`src/rtl/telegraph_pkg.sv`:
```
// Constants and types shared by the telegraph transmit and receive sides:
// preamble pattern, default payload length and the frame state encoding.
package telegraph_pkg;

  localparam int PREAMBLE_LEN = 4;
  localparam logic [PREAMBLE_LEN-1:0] PREAMBLE = 4'b1011;
  localparam int DEF_PAYLOAD_LEN = 11;

  typedef enum logic [1:0] {
    ST_IDLE = 2'd0,
    ST_PRE  = 2'd1,
    ST_DATA = 2'd2,
    ST_GAP  = 2'd3
  } tx_state_e;

  // Preamble bit at position pos, counted from the first (MSB) bit sent.
  function automatic logic preamble_bit(input logic [31:0] pos);
    logic bit_s;
    case (pos)
      32'd0:   bit_s = PREAMBLE[3];
      32'd1:   bit_s = PREAMBLE[2];
      32'd2:   bit_s = PREAMBLE[1];
      32'd3:   bit_s = PREAMBLE[0];
      default: bit_s = 1'b0;
    endcase
    return bit_s;
  endfunction

endpackage

```
`src/rtl/telegraph_bit_cnt.sv`:
```
// Bit-period counter: synchronous clear, count enable, and a saturating
// terminal-count compare so the count never wraps inside one state.
module telegraph_bit_cnt #(
  parameter int CNT_W = 5
) (
  input  logic             clk,
  input  logic             rst_n,
  input  logic             en,
  input  logic             clr,
  input  logic [CNT_W-1:0] term,
  output logic [CNT_W-1:0] cnt,
  output logic             tc
);

  logic [CNT_W-1:0] cnt_q;
  logic [CNT_W-1:0] cnt_d;

  assign tc  = (cnt_q == term);
  assign cnt = cnt_q;

  always_comb begin
    cnt_d = cnt_q;
    if (clr) begin
      cnt_d = '0;
    end else if (en && !tc) begin
      cnt_d = cnt_q + {{(CNT_W-1){1'b0}}, 1'b1};
    end else begin
      cnt_d = cnt_q;
    end
  end

  always_ff @(posedge clk or negedge rst_n) begin
    if (!rst_n) begin
      cnt_q <= '0;
    end else begin
      cnt_q <= cnt_d;
    end
  end

endmodule

```
`src/rtl/telegraph_tx.sv`:
```
// Telegraph frame transmitter: preamble, MSB-first payload, then an idle-low
// gap, advancing one bit per ClkEn strobe. All outputs come straight from flops.
module telegraph_tx
  import telegraph_pkg::*;
#(
  parameter int PAYLOAD_LEN = DEF_PAYLOAD_LEN,
  parameter int GAP_LEN     = 1
) (
  input  logic                   Clk,
  input  logic                   Rst,
  input  logic                   ClkEn,
  input  logic                   Start,
  input  logic [PAYLOAD_LEN-1:0] DataIn,
  output logic                   Ready,
  output logic                   SerOut,
  output logic                   SerOutValid,
  output logic                   Done
);

  localparam int CNT_MAX = (PAYLOAD_LEN > PREAMBLE_LEN) ? PAYLOAD_LEN : PREAMBLE_LEN;
  localparam int CNT_W   = $clog2(CNT_MAX) + 1;
  localparam logic [CNT_W-1:0] TERM_PRE  = CNT_W'(PREAMBLE_LEN - 1);
  localparam logic [CNT_W-1:0] TERM_DATA = CNT_W'(PAYLOAD_LEN - 1);
  localparam logic [CNT_W-1:0] TERM_GAP  = CNT_W'(GAP_LEN - 1);

  tx_state_e              state_q, state_d;
  logic [PAYLOAD_LEN-1:0] shift_q, shift_d;
  logic                   ser_out_q, ser_out_d;
  logic                   valid_q, valid_d;
  logic                   done_q, done_d;
  logic                   ready_q, ready_d;

  logic [CNT_W-1:0]       cnt_s;
  logic [CNT_W-1:0]       cnt_term_s;
  logic                   cnt_tc_s;
  logic                   cnt_en_s;
  logic                   cnt_clr_s;
  logic [PAYLOAD_LEN-1:0] shifted_s;
  logic                   pre_next_s;

  telegraph_bit_cnt #(
    .CNT_W(CNT_W)
  ) u_bit_cnt (
    .clk  (Clk),
    .rst_n(Rst),
    .en   (cnt_en_s),
    .clr  (cnt_clr_s),
    .term (cnt_term_s),
    .cnt  (cnt_s),
    .tc   (cnt_tc_s)
  );

  assign cnt_en_s   = ClkEn && (state_q != ST_IDLE);
  assign shifted_s  = shift_q << 1;
  assign pre_next_s = preamble_bit(32'(cnt_s) + 32'd1);

  always_comb begin
    case (state_q)
      ST_IDLE: cnt_term_s = '0;
      ST_PRE:  cnt_term_s = TERM_PRE;
      ST_DATA: cnt_term_s = TERM_DATA;
      ST_GAP:  cnt_term_s = TERM_GAP;
      default: cnt_term_s = '0;
    endcase
  end

  // Next-state and next-output values are computed together so each output
  // flop already holds the bit belonging to the state it is entering.
  always_comb begin
    state_d   = state_q;
    shift_d   = shift_q;
    ser_out_d = ser_out_q;
    valid_d   = valid_q;
    done_d    = 1'b0;
    cnt_clr_s = 1'b0;
    if (ClkEn) begin
      case (state_q)
        ST_IDLE: begin
          if (Start) begin
            state_d   = ST_PRE;
            shift_d   = DataIn;
            ser_out_d = preamble_bit(32'd0);
            valid_d   = 1'b0;
            cnt_clr_s = 1'b1;
          end else begin
            ser_out_d = 1'b0;
            valid_d   = 1'b0;
          end
        end
        ST_PRE: begin
          if (cnt_tc_s) begin
            state_d   = ST_DATA;
            ser_out_d = shift_q[PAYLOAD_LEN-1];
            valid_d   = 1'b1;
            cnt_clr_s = 1'b1;
          end else begin
            ser_out_d = pre_next_s;
            valid_d   = 1'b0;
          end
        end
        ST_DATA: begin
          if (cnt_tc_s) begin
            state_d   = ST_GAP;
            ser_out_d = 1'b0;
            valid_d   = 1'b0;
            cnt_clr_s = 1'b1;
          end else begin
            shift_d   = shifted_s;
            ser_out_d = shifted_s[PAYLOAD_LEN-1];
            valid_d   = 1'b1;
          end
        end
        ST_GAP: begin
          if (cnt_tc_s) begin
            state_d   = ST_IDLE;
            done_d    = 1'b1;
            cnt_clr_s = 1'b1;
          end else begin
            state_d   = ST_GAP;
          end
          ser_out_d = 1'b0;
          valid_d   = 1'b0;
        end
        default: begin
          state_d   = ST_IDLE;
          ser_out_d = 1'b0;
          valid_d   = 1'b0;
          cnt_clr_s = 1'b1;
        end
      endcase
    end else begin
      state_d = state_q;
    end
    ready_d = (state_d == ST_IDLE);
  end

  always_ff @(posedge Clk or negedge Rst) begin
    if (!Rst) begin
      state_q   <= ST_IDLE;
      shift_q   <= '0;
      ser_out_q <= 1'b0;
      valid_q   <= 1'b0;
      done_q    <= 1'b0;
      ready_q   <= 1'b1;
    end else begin
      state_q   <= state_d;
      shift_q   <= shift_d;
      ser_out_q <= ser_out_d;
      valid_q   <= valid_d;
      done_q    <= done_d;
      ready_q   <= ready_d;
    end
  end

  assign Ready       = ready_q;
  assign SerOut      = ser_out_q;
  assign SerOutValid = valid_q;
  assign Done        = done_q;

endmodule

```
`config.mk`:
```
export PLATFORM = sky130hd
export DESIGN_NAME = telegraph_tx
export DESIGN_NICKNAME = d
export VERILOG_FILES = /design/src/rtl/telegraph_pkg.sv /design/src/rtl/telegraph_bit_cnt.sv /design/src/rtl/telegraph_tx.sv
export SDC_FILE = /design/constraint.sdc
export NUM_CORES = 1
export LEC_CHECK = 0
export ABC_CLOCK_PERIOD_IN_PS = 6150
export CAP_MARGIN = 20
export CORE_ASPECT_RATIO = 1.75
export CORE_MARGIN = 1
export CORE_UTILIZATION = 58
export CTS_CLUSTER_DIAMETER = 60
export DETAILED_ROUTE_END_ITERATION = 12
export HOLD_SLACK_MARGIN = 0.06
export PLACE_DENSITY_LB_ADDON = 0.05
export SETUP_SLACK_MARGIN = 0.2
export SYNTH_ARGS = -nofsm -noshare
export SYNTH_HDL_FRONTEND = slang
export SYNTH_SLANG_ARGS = --single-unit
```
`constraint.sdc`:
```
create_clock -name Clk -period 6.15 [get_ports Clk]
set_input_delay 1.23 -clock Clk [delete_from_list [all_inputs] [get_ports Clk]]
set_output_delay 1.23 -clock Clk [all_outputs]
set_load 0.05 [all_outputs]
```
==> out/results.md <==
| Item | Value |
|---|---|
| Run status | complete, no violations |
| Routability congestion estimate | 0.748 |
| Number of setup violations in the final report | 0 |
| Number of nets with antenna violations after routing | 0 |
| CTS Hold Bufs | 0 |
| Number of distinct library cells after synthesis | 42 |
| Finished layout cell area | 1640 µm² |
| Pin count of the biggest net entering global routing | 23 |
| Num CTS Buffers | 3 |
| Initial antenna violation count | 0 |
| Number of remaining DRC errors | 0 |
| Worst Skew | 5.07 ps |
| Number of hold violations in the final report | 0 |
| Gate count of the mapped netlist | 147 |
| Reg2Reg Launch Point | state_q[0] |
| Largest buffer count on any clock path | 2 |
| Portion of synthesized cell area occupied by the leading cell type | 37.1% |
| Cell types with the highest counts after synthesis | sky130_fd_sc_hd__dfrtp_1 (21), sky130_fd_sc_hd__nand2_1 (14) |
| Overflow left after global routing | 0 |
| Number of stages on the worst hold path | 2 |
| Min cycle time layout | 2920 ps |
| Total number of clock tree sinks | 22 |
| Max Transition Viols Final | 0 |
| Number of violations reported at the end of detailed-routing iteration 0 | 24 |
| Share of flip-flops with an asynchronous set or reset after synthesis | 100% |
| Hold endpoint | shift_q[8] |
| Postcts setup bufs | 0 |
| Skew-Pair Late Insertion Delay | 260 ps |
| CP arrival | 3050 ps |
| Global-route wire length before repair | 4340 µm |
| Count of buffers inserted at the top-level ports | 18 |
| Antenna Diode Count | 0 |
| Element type at the critical path end | register |
| Register-to-Register Setup Slack | 3230 ps |
| Via density | 5.84 |
| Post-synthesis sequential element count | 22 |
| Fraction of the yosys area taken by sequential cells | 39.0% |
| Data required time of the critical path | 6280 ps |
| All-Layer GR Usage | 23.5% |
| Routed wire length | 2640 µm |
| Critical R2R Capture | shift_q[10] |
| Max IR drop VDD | 0.000317 V |
| Final layout net count | 186 |
| TritonCTS clock tree | built |
| Placed Instances | 182 |
| Largest fanout on the critical path | 22 |
| Std-Cell Rows | 23 |
| Synthesis-to-finish area growth | 15.6% |
| Detailed-route wire length per cell | 14.1 µm |
| Final period util | 47.5% |
| Type of element launching the critical path | register |
| Hold Startpoint | shift_q[8] |
| Worst hold slack | 533 ps |
| Net count of the mapped netlist | 170 |
| Peak clock frequency supported by timing | 342 MHz |
| Total power | 742 µW |
| Worst slew margin | 34.1% |
| Number of iterations in the first detailed-routing pass | 4 |
| Ys flop type | sky130_fd_sc_hd__dfrtp_1 |
| Reported leakage power | 0.000691 µW |
| Die extent in y | 67.4 µm |
| Netlist area before placement | 1420 µm² |
| Top-Level Pins | 19 |
| Count of flip-flops with a built-in enable after synthesis | 0 |
| Max-capacitance violation count | 0 |
| Root Buffer Master | sky130_fd_sc_hd__clkbuf_8 |
| Total placed instance area | 1580 µm² |
| Yosys warning count | 0 |
| Power density of the placed cells | 453 nW/µm² |
| Clock slew at reported path FFs | 80 ps |
| Detail Placement HPWL | 1990 µm |
| Maximum level of the CTS H-tree | 1 |
| Cell types occupying the most area after synthesis | sky130_fd_sc_hd__dfrtp_1 (37%), sky130_fd_sc_hd__ha_1 (7.1%), sky130_fd_sc_hd__mux2i_1 (6.4%) |
| Area of the core region | 2300 µm² |
| Number of global-route vias before repair | 1083 |
| Most used standard cell by instance count after synthesis | sky130_fd_sc_hd__dfrtp_1 |
| Die area | 2650 µm² |
| Number of vias in the routed layout | 1093 |
| Setup TNS | 0 ps |
| Fin cells | 187 |
| Tightest Hold Check Type | register to register |
| Average cell area after synthesis | 9.64 µm² |
| Layout cell share with drive strength beyond 1 | 18.5% |
| Crit path kind | register to register |
| Setup repair after global routing missed its margin | no |
| Die outline width | 39.4 µm |
| Yosys top cell by area | sky130_fd_sc_hd__dfrtp_1 |
| Tightest Pin Transition | 988 ps |
| Starting density of the core | 61.5% |
| Post_cts resized | 0 |
| Worst reg2reg path depth | 8 |
| Total of fill cells in the finished design | 187 |
## per-layer routing
metal | wire (µm) | up-vias | global-route usage, % | share of wire, %
met3 | 49 | 4 | 3.29 | 1.9
met5 | 0 | - | 0 | 0
li1 | - | 533 | - | -
met4 | 41 | 0 | 12.1 | 1.6
met1 | 1060 | 539 | 22.6 | 40
met2 | 1490 | 17 | 44.6 | 56
## layout make-up
class	instances	area [µm²]	area share [%]
inverters	8	30.0	1.83
clock buffers	4	45.0	2.75
multi-input cells	108	777	47.4
flip-flops and latches	22	552	33.7
well taps	25	31.3	1.91
repair buffers	20	203	12.4
## worst max-delay path by stage
stage | start | endpoint | slack (ps) | depth (start not counted)
after floorplan | ClkEn | shift_q[10] | 3730 | 5
after global placement | ClkEn | shift_q[10] | 3140 | 6
after detailed placement | ClkEn | shift_q[10] | 3080 | 6
after CTS | state_q[0] | shift_q[10] | 3210 | 8
after global routing | state_q[0] | shift_q[10] | 2980 | 8
final | state_q[0] | shift_q[10] | 3230 | 8
## critical path: stages (launching register included)
cell and delay [ps]:
sky130_fd_sc_hd__dfrtp_1 430, sky130_fd_sc_hd__inv_1 120, sky130_fd_sc_hd__ha_1 820, sky130_fd_sc_hd__xor2_2 220, sky130_fd_sc_hd__nor4b_4 600, sky130_fd_sc_hd__a211oi_4 120, sky130_fd_sc_hd__buf_4 280, sky130_fd_sc_hd__nor2_1 150
sky130_fd_sc_hd__a31oi_2 50
## where the power goes
part           switching [µW]  leakage (µW)  internal, µW
logic                     227      0.000405           161
registers                56.9      0.000264           205
clock network            45.7     0.0000228          46.2
## per-stage QoR
stage	worst slack [ps]	utilization (%)
after CTS	3210	70.5
after floorplan	3730	-
after detailed placement	3080	68.5
final	3230	71.1
after global placement	3140	68.5
after global routing	2980	71.1
## cell usage in the layout, fill, tap and decap left out, types with 2 or more instances in the layout
cell type / instances
sky130_fd_sc_hd__inv_1: 8
sky130_fd_sc_hd__clkdlybuf4s50_1: 18
sky130_fd_sc_hd__o21ai_0: 9
sky130_fd_sc_hd__xor2_1: 2
sky130_fd_sc_hd__nor3_1: 5
sky130_fd_sc_hd__nor2_2: 9
sky130_fd_sc_hd__nand3_1: 4
sky130_fd_sc_hd__nor2_1: 8
sky130_fd_sc_hd__mux2i_1: 9
sky130_fd_sc_hd__a21oi_2: 9
sky130_fd_sc_hd__dfrtp_1: 21
sky130_fd_sc_hd__clkbuf_8: 3
sky130_fd_sc_hd__nor2b_1: 2
sky130_fd_sc_hd__a31oi_1: 2
sky130_fd_sc_hd__a21oi_1: 5
sky130_fd_sc_hd__ha_1: 8
sky130_fd_sc_hd__nand2_1: 14
## kinds of logic (layout without fill, tap and decap cells)
| group | count (synthesis) | after routing | share of synthesized area (%) |
|---|---|---|---|
| and+or+nand+nor | 48 | 48 | 17.8 |
| AOI/OAI and AO/OA | 39 | 39 | 20.1 |
| DFF | 22 | 22 | 39.0 |
| buffers and inverters | 17 | 32 | 6.71 |
| muxes | 9 | 9 | 6.36 |
| adders and majority gates | 8 | 8 | 7.07 |
| xor gates and xnor gates | 4 | 4 | 3.00 |
## sequential cells by signal, summed over array words and instances (netlist names)
| register | count |
|---|---|
| state_q | 2 |
| shift_q | 11 |
| SerOutValid | 1 |
| Done | 1 |
| Ready | 1 |
| u_bit_cnt.cnt | 5 |
| SerOut | 1 |
Power figures use the tool's default switching activity.
